`src/rtl/rf_dump_reader_pkg.sv`:
```
// Shared definitions for the register-file dump reader: state encoding,
// default widths and the tag that marks the PSR flags beat.
package rf_dump_reader_pkg;

  localparam int WIDTH_DEF  = 16;
  localparam int ADDR_W_DEF = 4;
  localparam int NREGS_DEF  = 16;
  localparam int STATE_W    = 3;

  // Tag carried by the flags beat: one past the last register index.
  localparam logic [ADDR_W_DEF:0] FLAGS_TAG = (ADDR_W_DEF+1)'(NREGS_DEF);

  typedef enum logic [STATE_W-1:0] {
    ST_IDLE   = 3'd0,
    ST_FETCH  = 3'd1,
    ST_SEND   = 3'd2,
    ST_FLAGS  = 3'd3,
    ST_SEND_F = 3'd4,
    ST_DONE   = 3'd5
  } state_t;

endpackage

```
`src/rtl/rf_dump_outreg.sv`:
```
// Output holding register for the dump stream. A loaded beat stays frozen
// until it is cleared (handshake or abort); loads are refused while a beat
// is still pending, so data/tag cannot change under a stalled consumer.
module rf_dump_outreg
  import rf_dump_reader_pkg::*;
#(
  parameter int WIDTH  = WIDTH_DEF,
  parameter int ADDR_W = ADDR_W_DEF
) (
  input  logic              clk,
  input  logic              reset,
  input  logic              load,
  input  logic              clear,
  input  logic [WIDTH-1:0]  dIn,
  input  logic [ADDR_W:0]   tagIn,
  output logic [WIDTH-1:0]  outData,
  output logic [ADDR_W:0]   outTag,
  output logic              outValid
);

  logic [WIDTH-1:0] dataR;
  logic [ADDR_W:0]  tagR;
  logic             validR;

  // Beat storage: clear drops valid, load captures only into an empty slot.
  always_ff @(posedge clk or negedge reset) begin
    if (!reset) begin
      dataR  <= '0;
      tagR   <= '0;
      validR <= 1'b0;
    end else if (clear) begin
      validR <= 1'b0;
    end else if (load && !validR) begin
      dataR  <= dIn;
      tagR   <= tagIn;
      validR <= 1'b1;
    end
  end

  assign outData  = dataR;
  assign outTag   = tagR;
  assign outValid = validR;

endmodule

```
`src/rtl/rf_dump_reader.sv`:
```
// Sequential register-file dump engine: walks addresses 0..NREGS-1 through
// a combinational read port and streams each word over valid/ready.
// Optional feature macro: RF_DUMP_FLAGS_EN appends a PSR flags beat.
module rf_dump_reader
  import rf_dump_reader_pkg::*;
#(
  parameter int WIDTH  = WIDTH_DEF,
  parameter int NREGS  = NREGS_DEF,
  parameter int ADDR_W = ADDR_W_DEF
) (
  input  logic              clk,
  input  logic              reset,
  input  logic              start,
  input  logic              abort,
  output logic [ADDR_W-1:0] rfAddr,
  input  logic [WIDTH-1:0]  rfData,
`ifdef RF_DUMP_FLAGS_EN
  input  logic [WIDTH-1:0]  flags,
`endif
  output logic [WIDTH-1:0]  outData,
  output logic [ADDR_W:0]   outTag,
  output logic              outValid,
  input  logic              outReady,
  output logic              busy,
  output logic              done
);

  localparam logic [ADDR_W-1:0] LAST_IDX = ADDR_W'(NREGS - 1);

  state_t            stateR, nextStateS;
  logic [ADDR_W-1:0] idxR, idxNextS;
  logic [ADDR_W-1:0] rfAddrR, addrNextS;
  logic              busyR, doneR;
  logic              loadS, clearS, handshakeS;
  logic [WIDTH-1:0]  loadDataS;
  logic [ADDR_W:0]   loadTagS;

  assign handshakeS = outValid & outReady;

  // Next-state, index and output-register control; abort overrides all.
  always_comb begin
    nextStateS = stateR;
    idxNextS   = idxR;
    addrNextS  = rfAddrR;
    loadS      = 1'b0;
    clearS     = 1'b0;
    loadDataS  = '0;
    loadTagS   = '0;
    if (abort && (stateR != ST_IDLE)) begin
      nextStateS = ST_IDLE;
      idxNextS   = '0;
      clearS     = 1'b1;
    end else begin
      case (stateR)
        ST_IDLE: begin
          if (start) begin
            nextStateS = ST_FETCH;
            idxNextS   = '0;
            addrNextS  = '0;
          end else begin
            nextStateS = ST_IDLE;
          end
        end
        ST_FETCH: begin
          loadS      = 1'b1;
          loadDataS  = rfData;
          loadTagS   = {1'b0, idxR};
          nextStateS = ST_SEND;
        end
        ST_SEND: begin
          if (handshakeS) begin
            clearS = 1'b1;
            if (idxR < LAST_IDX) begin
              // Address is advanced here so it is already valid in FETCH.
              idxNextS   = idxR + ADDR_W'(1);
              addrNextS  = idxR + ADDR_W'(1);
              nextStateS = ST_FETCH;
            end else begin
`ifdef RF_DUMP_FLAGS_EN
              nextStateS = ST_FLAGS;
`else
              nextStateS = ST_DONE;
`endif
            end
          end else begin
            nextStateS = ST_SEND;
          end
        end
`ifdef RF_DUMP_FLAGS_EN
        ST_FLAGS: begin
          loadS      = 1'b1;
          loadDataS  = flags;
          loadTagS   = (ADDR_W+1)'(NREGS);
          nextStateS = ST_SEND_F;
        end
        ST_SEND_F: begin
          if (handshakeS) begin
            clearS     = 1'b1;
            nextStateS = ST_DONE;
          end else begin
            nextStateS = ST_SEND_F;
          end
        end
`endif
        ST_DONE: begin
          nextStateS = ST_IDLE;
          idxNextS   = '0;
        end
        default: begin
          nextStateS = ST_IDLE;
          idxNextS   = '0;
          clearS     = 1'b1;
        end
      endcase
    end
  end

  // State, index, read address and status flags; busy/done follow the state.
  always_ff @(posedge clk or negedge reset) begin
    if (!reset) begin
      stateR  <= ST_IDLE;
      idxR    <= '0;
      rfAddrR <= '0;
      busyR   <= 1'b0;
      doneR   <= 1'b0;
    end else begin
      stateR  <= nextStateS;
      idxR    <= idxNextS;
      rfAddrR <= addrNextS;
      busyR   <= (nextStateS != ST_IDLE);
      doneR   <= (nextStateS == ST_DONE);
    end
  end

  rf_dump_outreg #(
    .WIDTH  (WIDTH),
    .ADDR_W (ADDR_W)
  ) uOutReg (
    .clk      (clk),
    .reset    (reset),
    .load     (loadS),
    .clear    (clearS),
    .dIn      (loadDataS),
    .tagIn    (loadTagS),
    .outData  (outData),
    .outTag   (outTag),
    .outValid (outValid)
  );

  assign rfAddr = rfAddrR;
  assign busy   = busyR;
  assign done   = doneR;

  // The package flags tag only matches the default register count.
  localparam logic [ADDR_W_DEF:0] TAG_DEF_CHK = FLAGS_TAG;

endmodule

```
`config.mk`:
```
export PLATFORM = sky130hd
export DESIGN_NAME = rf_dump_reader
export DESIGN_NICKNAME = d
export VERILOG_FILES = /design/src/rtl/rf_dump_reader_pkg.sv /design/src/rtl/rf_dump_outreg.sv /design/src/rtl/rf_dump_reader.sv
export SDC_FILE = /design/constraint.sdc
export NUM_CORES = 1
export LEC_CHECK = 0
export ABC_AREA = 1
export BUFFER_PORTS_ARGS = -buffer_cell sky130_fd_sc_hd__buf_2
export CORE_MARGIN = 2
export CORE_UTILIZATION = 45
export CTS_BUF_LIST = sky130_fd_sc_hd__clkbuf_4 sky130_fd_sc_hd__clkbuf_8 sky130_fd_sc_hd__clkbuf_16
export DETAILED_ROUTE_END_ITERATION = 16
export PLACE_DENSITY = 0.84
export REMOVE_ABC_BUFFERS = 1
export SLEW_MARGIN = 20
export SYNTH_ARGS = -nofsm -noshare
export SYNTH_HDL_FRONTEND = slang
export SYNTH_HIERARCHICAL = 1
export SYNTH_SLANG_ARGS = --single-unit
```
`constraint.sdc`:
```
create_clock -name clk -period 1.5 [get_ports clk]
set_input_delay 0.075 -clock clk [delete_from_list [all_inputs] [get_ports clk]]
set_output_delay 0.075 -clock clk [all_outputs]
set_load 0.02 [all_outputs]
```
==> impl_results.md, run 1 <==
* Hold Path Class: input port to flip-flop
* Die Area at 0.00435 sq mm
* Most frequent cell after synthesis: nand2_1
* Complex-gate fraction of the synthesized area at between 2 and 3%
* CTS root buf: clkbuf_8
* TritonRoute pass-1 iters at 4
* Status: finished, final reports clean
* Mapped Area at around 0.0017 sq mm
* Via count at ~1600
* Multiplexer share of the synthesized area at 0%
* Post-synthesis sequential area ratio at between 50% and 60%
* Clock Power Share at a little over a fifth
* Largest net degree at the start of global routing at 36
* CTS buffer count at 5
* Post-place setup slack at -127 ps
* DRC errors left at 0
* Number of synthesized flops with an enable pin at 0
* Layout Utilization at between 60% and 70%
* Core area at ~0.0037 sq mm
* Max Root-Sink Buffers at 2
* Final WS setup at 17.9 ps
* Clock sink count at 35
* Largest family of logic cells by synthesized area: simple AND/OR/NAND/NOR gates
* Area share of xor/xnor cells in the synthesized design at 0%
* Yosys reg bits at 35
* CP Capture Type: flip-flop
* DRT antenna net count at 0
* # nets final at between 300 and 400
* Sw Ratio at about 40%
* Max FO, Critical Path at 10
* Antenna violations before repair at 0
* Sw power at about 1.7 mW
* Total internal power at about 2.5 mW
* RSZ-0062 raised after global routing: yes
* Simple-gate share of the synthesized area at a little over a third
* Antenna cells at 0
* Fraction of layout cells with a size suffix above 1 at between 30% and 40%
* P per Cell Area at about 1800 mW/mm^2
* I/O pins at 49
* Adder-cell share of the synthesized area at 0.724%
* Die H at 66.0 microns
* RePlAce Congestion at ~0.8
* Non-filler cells, final at roughly 340
* CTS tree: yes
* Routed wire per std cell at roughly 11 microns
* VDD IR-drop max at 1100 uV
* Fmax at just under 700 MHz
* GRT Total Usage at between 10% and 20%
* Pleak at 1.45 nW
* Inst Count DP at between 300 and 400
* Final Max Tran Viols at 0
* P&R area growth vs syn at 34.5%
* Sequential power share at 31.3%
* Logic pwr share at around 48%
* Ys Warns at 6
* Skew final at around 9.4 ps
* Critical Path Start Type: flip-flop
* Ranking of synthesized cells by area: dfrtp_1 (51%), nand2_1 (15%), nand3_1 (9.0%), nor2_1 (6.5%), inv_1 (6.3%)
* Initial Utilization at a little under half
* Number of global-route vias before repair at about 1400
* Die W at between 60 and 70 microns
* Max-Cap Viols at 0
* CTS clk-pin slew, worst paths at 70 ps
* Hold Vio Cnt, Final at 0
* Crit path time final at between 1000 and 1500 ps
* Synth top area share at about 50%
* Fin crit share at between 90% and 100%
* FP Rows at 22
* Worst Path Class, Setup: flip-flop to flip-flop
* Design area at approximately 0.0023 sq mm
* Post-Route WL at ~3900 microns
* Post-synth ARST share at 100%
* First DRT Iteration DRCs at 219
* Count of cell types in the netlist at 20
* Synth top cells by count: nand2_1 (69), dfrtp_1 (35), nand3_1 (31)
* Input/output buffers at 48
* Synth Area per Inst at between 7 and 8 sq um
* Post-DP HPWL at 2630 microns
* Most used flip-flop cell after synthesis: dfrtp_1
* H-tree levels at 2
* Grt ovf at 0
* Worst-Skew Late Latency at ~290 ps
* Largest area contributor in the netlist: dfrtp_1
* Cells after synthesis at between 200 and 250
* Vias per cell at roughly 4.7
* Area post-placement at 0.00208 sq mm
* First-pass GRT wire length at approximately 6200 microns
* Data arrival time of the critical path at around 1700 ps
* Setup violators final at 0
* Worst path required time at between 1500 and 2000 ps
-- cell type report --
class	count	area, sq um
clock buffer	6	82.6
clock inverter	2	35.0
fill	311	1360
inverter	31	119
multi-input combinational	151	739
sequential	35	877
tap	48	60.1
timing repair buffer	68	413
-- power by group through the flow --
stage / Sequential, mW / Combinational [mW] / Clock (mW)
3_3_place_gp: 1.33 / 1.58 / 0
2_1_floorplan: 1.58 / 0.731 / 0
5_1_grt: 1.34 / 2.19 / 0.942
4_1_cts: 1.31 / 1.79 / 0.894
6_report: 1.32 / 2.01 / 0.878
3_5_place_dp: 1.33 / 1.61 / 0
-- through the flow --
stage | hold WS [ps] | TNS, ps | total power [mW]
after CTS | 97.8 | 0 | 4.00
final | 97.9 | 0 | 4.21
after floorplan | -221 | -11760 | 2.31
after detailed placement | 133 | -2060 | 2.94
after global placement | 129 | -993 | 2.91
after global routing | 101 | -637 | 4.47
-- repair_timing --
action,in CTS,in global routing
setup endpoints to repair,21,28
gates cloned,1,3
gates resized for setup,7,12
hold buffers,1,0
setup buffers,3,1
pin swaps,3,5
hold endpoints to repair,35,0
-- layout by cell type (no fill, tap or decap), drive strengths merged --
cell / instances
clkinv: 1
nand2: 77
nor2: 33
nand3: 31
inv: 31
o21ai: 5
o22ai: 1
clkbuf: 6
ha: 1
conb: 1
nor3b: 1
a21oi: 1
bufinv: 1
dfrtp: 35
dlygate4sd3: 1
buf: 67
-- sequential cells by signal, summed over array words and instances (netlist names) --
register and cells:
done 1, rfAddr 4, uOutReg/outValid 1, uOutReg/outData 16
busy 1, stateR 3, idxR 4, uOutReg/outTag 5
-- kinds of logic after synthesis --
logic type      count (synthesis)
flops                          35
compound gates                  7
simple gates                  140
fa+ha+maj                       1
other cells                     1
buf+inv                        39
-- critical path, stage by stage (launching register included) --
cell and delay, ps:
dfrtp_1 410, buf_4 160, o21ai_1 210, nand3_4 110, nor2_4 130, buf_12 140, nand2_4 100, nand2_1 80
nand2_1 50
-- path summary, 6_finish.rpt --
check                               start  slack (ps)  depth (start not counted)                 end
worst max-delay path            stateR[2]          20                          8  uOutReg/outData[9]
worst min-delay path            rfData[4]         100                          5  uOutReg/outData[4]
worst max register to register  stateR[2]          20                          8  uOutReg/outData[9]
worst min register to register  rfAddr[2]         480                          2           rfAddr[2]
max in group asynchronous           reset         810                          3           stateR[1]
min in group asynchronous           reset         350                          3  uOutReg/outData[5]
-- metal layers --
metal | global-route usage (%) | share of wire [%]
met1 | 23.3 | 44
met2 | 31.1 | 47
met3 | 5.62 | 7.0
met4 | 6.12 | 1.4
met5 | 0 | 0
No activity file was read; power rests on OpenSTA's default activity.
==> run 2: changes to the inputs <==
--- a/config.mk
+++ b/config.mk
@@ -5,13 +5,12 @@
 export SDC_FILE = /design/constraint.sdc
 export NUM_CORES = 1
 export LEC_CHECK = 0
-export ABC_AREA = 1
 export BUFFER_PORTS_ARGS = -buffer_cell sky130_fd_sc_hd__buf_2
 export CORE_MARGIN = 2
 export CORE_UTILIZATION = 45
 export CTS_BUF_LIST = sky130_fd_sc_hd__clkbuf_4 sky130_fd_sc_hd__clkbuf_8 sky130_fd_sc_hd__clkbuf_16
 export DETAILED_ROUTE_END_ITERATION = 16
-export PLACE_DENSITY = 0.84
+export PLACE_DENSITY = 0.85
 export REMOVE_ABC_BUFFERS = 1
 export SLEW_MARGIN = 20
 export SYNTH_ARGS = -nofsm -noshare
==> run 2 against run 1 <==
Against the previous run:
- the run now ends with setup timing left
- die area decreased by 7.0%
- global-route usage up 0.91 points
- hold slack got worse by 69 ps
- via count shrank 20%
==> impl_results.md, run 2 <==
* Post-DP HPWL at ~2500 microns
* Top Usage Layer GRT: met2
* Post-synthesis sequential area ratio at between 50 and 60%
* Via count at between 1000 and 1500
* Input/output buffers at 48
* TNS Setup at -4360 ps
* Most used flip-flop cell after synthesis: dfrtp_1
* Routed wire per std cell at roughly 17 microns
* Final Max Tran Viols at 0
* Ys Warns at 6
* Die W at around 64 microns
* Max incr delay on CP at ~420 ps
* Fin crit share at 115%
* CTS tree: yes
* GR Util met3 at under 10%
* Max Root-Sink Buffers at 2
* Most frequent cell after synthesis: dfrtp_1
* Setup violators final at 22
* Inst Count DP at 228
* CP Capture Type: flip-flop
* Slowest stage cell, crit path: dfrtp_1
* First DRT Iteration DRCs at 40
* Antenna cells at 0
* Ranking of synthesized cells by area: dfrtp_1 (55%), mux2_2 (15%), and2_1 (7.4%), a21o_1 (1.9%), nor2_1 (1.9%)
* GRT Total Usage at 19.6%
* DRT antenna net count at 0
* R2r setup slk at -230 ps
* Die H at about 64 microns
* Largest area contributor in the netlist: dfrtp_1
* Status: finished with violations
* Grt ovf at 0
* Fillcell total at 255
* Worst Path Class, Setup: flip-flop to flip-flop
* P per Cell Area at approximately 1100 mW/mm^2
* Hold path cells at 2
* # nets final at ~220
* Initial Utilization at around 48%
* CP bufs+invs at 2
* Synth top area share at a little over half
* Met1 Resource Use GR at 22.7%
* Max reg flops at 16
* Pwr Total at approximately 2.4 mW
* Max FO, Critical Path at 5
* Commonest non-fill, non-tap cell in the layout: buf_2
* Largest net degree at the start of global routing at 22
* Worst-Skew Late Latency at between 300 and 400 ps
* CP most frequent cell: buf_6
* Min-delay src: abort
* Antenna violations before repair at 0
* CTS clk-pin slew, worst paths at 110 ps
* Delay-heaviest family, CP: simple AND/OR/NAND/NOR gates
* Hold Vio Cnt, Final at 0
* Crit-path cells: nand2b_4, nor2_2, a21oi_2, nor3b_4, buf_6, buf_6, mux2_2
* First-pass GRT wire length at between 6000 and 7000 microns
* Die Area at ~0.0040 sq mm
* H-tree levels at 2
* Synth top cells by count: dfrtp_1 (35), mux2_2 (21), and2_1 (19)
* Synth Area per Inst at 12.7 sq um
* RePlAce Congestion at about 0.84
* Post-synth ARST share at 100%
* Critical Path Start Type: flip-flop
* Core area at approximately 0.0034 sq mm
* Number of synthesized flops with an enable pin at 0
* Max-Cap Viols at 0
* Worst r2r src: stateR[1]
* Hold path endpoint: stateR[1]
* Pleak at ~1.2 nW
* Hold Path Class: input port to flip-flop
* Data arrival time of the critical path at roughly 2000 ps
* Vias per cell at roughly 5.2
* RSZ-0062 raised after global routing: yes
* VDD IR-drop max at approximately 640 uV
* P&R area growth vs syn at 40.7%
* Fmax at 578 MHz
* Register area at slightly below 900 sq um
* R2R Path End: uOutReg/outData[11]
* Layout Utilization at ~67%
* Fraction of layout cells with a size suffix above 1 at between 50% and 60%
* Worst path required time at about 1700 ps
* CTS root buf: clkbuf_4
* Post-Route WL at 4070 microns
* Skew final at around 10 ps
* I/O pins at 49
* Multi-input gate area at a little under 800 sq um
* Failing checks: setup timing
* DRC errors left at 0
* Non-filler cells, final at ~250
* Number of global-route vias before repair at around 1300
* FP Rows at 21
* Most frequent cells in the layout: buf_2 (48), dfrtp_1 (35), and2_1 (19)
* Yosys reg bits at 35
* Final WS setup at -231 ps
* Crit path time final at between 1500 and 2000 ps
* Clock sink count at 35
* TritonRoute pass-1 iters at 4
* Cells after synthesis at approximately 130
* Mapped Area at about 0.0016 sq mm
* Count of cell types in the netlist at 35
* Worst reg-to-reg path cell count at 7
* GRT met2 Usage at roughly 34%
* CTS buffer count at 5
run 2: logic make-up (layout without fill, tap and decap cells):
family                     count (synthesis)  in the layout  share of synthesized area (%)
adders and majority gates                  1              1                          0.782
buffers and inverters                      5             79                           2.27
DFF                                       35             35                           54.7
muxes                                     22             22                           15.5
other                                      1              1                          0.234
xor gates and xnor gates                   2              2                           1.09
AOI/OAI and AO/OA                         15             15                           7.74
and+or+nand+nor                           45             45                           17.7
run 2: worst max-delay path by stage:
| stage | startpoint | endpoint | slack [ps] | cells past startpoint |
|---|---|---|---|---|
| 5_1_grt | stateR[1] | uOutReg/outData[3] | -300 | 6 |
| 6_report | stateR[1] | uOutReg/outData[11] | -230 | 7 |
| 3_3_place_gp | stateR[1] | uOutReg/outTag[4] | -100 | 6 |
| 3_5_place_dp | stateR[1] | uOutReg/outData[6] | -180 | 6 |
| 2_1_floorplan | stateR[1] | uOutReg/outData[0] | -860 | 4 |
| 4_1_cts | stateR[1] | uOutReg/outData[3] | -200 | 6 |
run 2: through the flow:
| step | hold slack [ps] | area, sq um | setup WS (ps) |
|---|---|---|---|
| floorplan | -221 | 1570 | -861 |
| global placement | 35.0 | 1980 | -101 |
| detailed placement | 48.0 | 1980 | -184 |
| CTS | 11.5 | 2140 | -195 |
| global route | 21.0 | 2250 | -301 |
| finish | 29.0 | 2250 | -231 |
run 2: worst reg2reg max path: stages, from the launching register on:
cell and delay [ps]:
dfrtp_1 420, nand2b_4 180, nor2_2 110, a21oi_2 60
nor3b_4 230, buf_6 150, buf_6 130, mux2_2 340
run 2: metal layers:
metal	vias to the layer above	share of wire [%]
met4	0	3.0
met3	15	5.6
met2	49	53
met1	630	38
li1	583	-
met5	-	0
run 2: power by group:
group / switching (mW) / internal (mW)
clock: 0.302 / 0.219
sequential: 0.0672 / 1.06
combinational: 0.395 / 0.357
run 2: final cells by class:
cell class / count / share of cell area [%]
multi-input combinational: 86 / 35.1
inverter: 1 / 0.167
clock inverter: 1 / 0.222
timing repair buffer: 70 / 20.7
tap: 46 / 2.56
clock buffer: 7 / 2.33
sequential: 35 / 38.9
run 2: repair_timing:
action | in CTS | in global routing
pin swaps | 2 | 5
buffers inserted | 5 | 2
gates resized for setup | 7 | 23
endpoints found under the hold margin | 17 | 0
hold buffers | 1 | 0
setup endpoints to repair | 21 | 23
gates cloned | 1 | 2
==> run 3: changes to the inputs <==
--- a/config.mk
+++ b/config.mk
@@ -10,8 +10,10 @@
 export CORE_UTILIZATION = 45
 export CTS_BUF_LIST = sky130_fd_sc_hd__clkbuf_4 sky130_fd_sc_hd__clkbuf_8 sky130_fd_sc_hd__clkbuf_16
 export DETAILED_ROUTE_END_ITERATION = 16
+export MAX_ROUTING_LAYER = met4
 export PLACE_DENSITY = 0.85
 export REMOVE_ABC_BUFFERS = 1
+export SKIP_LAST_GASP = 1
 export SLEW_MARGIN = 20
 export SYNTH_ARGS = -nofsm -noshare
 export SYNTH_HDL_FRONTEND = slang
==> run 3 against run 2 <==
Against the previous run:
- highest routed layer unchanged
- combinational power is 6.8% lower
- the flow still finishes with violations (setup timing)
- flip-flop and latch count stayed put
- non-clock buffer count is 2 lower
- register-to-register slack better by 40 ps
==> impl_results.md, run 3 (synthesized netlist as in run 2, its figures left out) <==
* Status: finished with violations
* Failing checks: setup timing
* Worst hold margin at ~24 ps
* Vias per cell at ~5.1
* Post-DP HPWL at 2510 microns
* Worst path depth at 7
* DRC errors left at 0
* Non-filler cells, final at around 240
* Die H at 63.6 microns
* Max incr delay on CP at between 400 and 500 ps
* DRT antenna net count at 0
* R2r setup slk at -190 ps
* Clock sink count at 35
* First DRT Iteration DRCs at 31
* FP Rows at 21
* CTS root buf: clkbuf_4
* TritonRoute pass-1 iters at 4
* Input/output buffers at 48
* Die Area at roughly 0.0040 sq mm
* Post-place setup slack at -184 ps
* Critical Path Start Type: flip-flop
* Inst Count DP at roughly 230
* Max FO, Critical Path at 11
* Commonest non-fill, non-tap cell in the layout: buf_2
* Most frequent cells in the layout: buf_2 (48), dfrtp_1 (35), and2_1 (19)
* Post-Route WL at between 3000 and 4000 microns
* Number of global-route vias before repair at between 1000 and 1500
* CP Capture Type: flip-flop
* Critical Path Sink: uOutReg/outData[5]
* # nets final at between 200 and 250
* Antenna violations before repair at 0
* Slowest stage cell, crit path: dfrtp_1
* Via count at 1252
* RSZ-0062 raised after global routing: yes
* Crit-path cells: nand2b_4, nor2_2, a21oi_2, nor3b_4, buf_4, buf_12, mux2_2
* Hold Vio Cnt, Final at 0
* Final WS setup at -190 ps
* Worst r2r src: stateR[1]
* Worst-Skew Late Latency at between 300 and 400 ps
* Max Root-Sink Buffers at 2
* Core area at 0.00336 sq mm
* Worst Path Class, Setup: flip-flop to flip-flop
* Grt ovf at 0
* Max reg flops at 16
* Crit path time final at 1690 ps
* Delay-heaviest family, CP: simple AND/OR/NAND/NOR gates
* Routed wire per std cell at between 15 and 20 microns
* H-tree levels at 2
* Skew final at about 13 ps
* RePlAce Congestion at between 0.8 and 0.9
* Die W at between 60 and 70 microns
* R2R Path End: uOutReg/outData[5]
* Worst path required time at 1730 ps
* First-pass GRT wire length at 6040 microns
* VDD IR-drop max at about 640 uV
* Pleak at about 1.2 nW
* CTS clk-pin slew, worst paths at 110 ps
* Hold Path Class: input port to flip-flop
* CTS tree: yes
* Layout Utilization at 64.8%
* GRT Total Usage at 20.2%
* Data arrival time of the critical path at about 1900 ps
* CP bufs+invs at 2
* I/O pins at 49
* Initial Utilization at between 40% and 50%
* Antenna cells at 0
* CTS buffer count at 5
* Largest net degree at the start of global routing at 22
* Fmax at roughly 590 MHz
* Final Max Tran Viols at 0
* Critical Path Start: stateR[1]
* Fraction of layout cells with a size suffix above 1 at between 50 and 60%
* P per Cell Area at between 1000 and 1500 mW/mm^2
* Max-Cap Viols at 0
* P&R area growth vs syn at 36.1%
* Setup violators final at 22
* Fin crit share at 113%
* Worst reg-to-reg path cell count at 7
-- run 3: cell type report --
| type | instances | area (sq um) |
|---|---|---|
| Inverter | 1 | 3.75 |
| Timing Repair Buffer | 68 | 438 |
| Fill cell | 274 | 1180 |
| Clock inverter | 1 | 5.00 |
| Multi-Input combinational cell | 86 | 746 |
| Clock buffer | 7 | 52.6 |
| Tap cell | 46 | 57.6 |
| Sequential cell | 35 | 876 |
-- run 3: how the worst min path moves through the flow --
| stage | start | endpoint | slack [ps] | depth (start not counted) |
|---|---|---|---|---|
| 6_report | abort | stateR[1] | 20 | 2 |
| 5_1_grt | abort | stateR[1] | 20 | 2 |
| 4_1_cts | abort | stateR[1] | 10 | 2 |
| 3_5_place_dp | reset | done | 50 | 1 |
| 3_3_place_gp | reset | stateR[2] | 30 | 1 |
| 2_1_floorplan | reset | busy | -220 | 0 |
-- run 3: what timing repair did --
item	in CTS	in global routing
hold buffers	1	0
buffers inserted	5	1
pin swaps	2	5
endpoints found under the hold margin	17	0
endpoints found under the setup margin	21	24
gates cloned	1	0
resized for setup	4	8
-- run 3: power by group --
part	switching [mW]	total [mW]	internal, mW
Clock	0.305	0.524	0.219
Sequential	0.0631	1.12	1.06
Combinational	0.380	0.701	0.321
Total	0.748	2.35	1.60
-- run 3: stage by stage --
stage          area, sq um  TNS (ps)  power, mW
6_report              2180     -3720       2.35
5_1_grt               2180     -5490       2.47
4_1_cts               2130     -3980       2.32
3_5_place_dp          1980     -3540       1.76
3_3_place_gp          1980     -2050       1.73
2_1_floorplan         1570    -18060       1.49
-- run 3: routing by layer --
metal | up-vias | wire length [microns] | track usage (%)
met1 | 638 | 1510 | 22.6
met3 | 8 | 179 | 5.18
met4 | 0 | 61 | 9.24
met5 | - | 0 | -
met2 | 28 | 2050 | 33.8
li1 | 578 | - | -
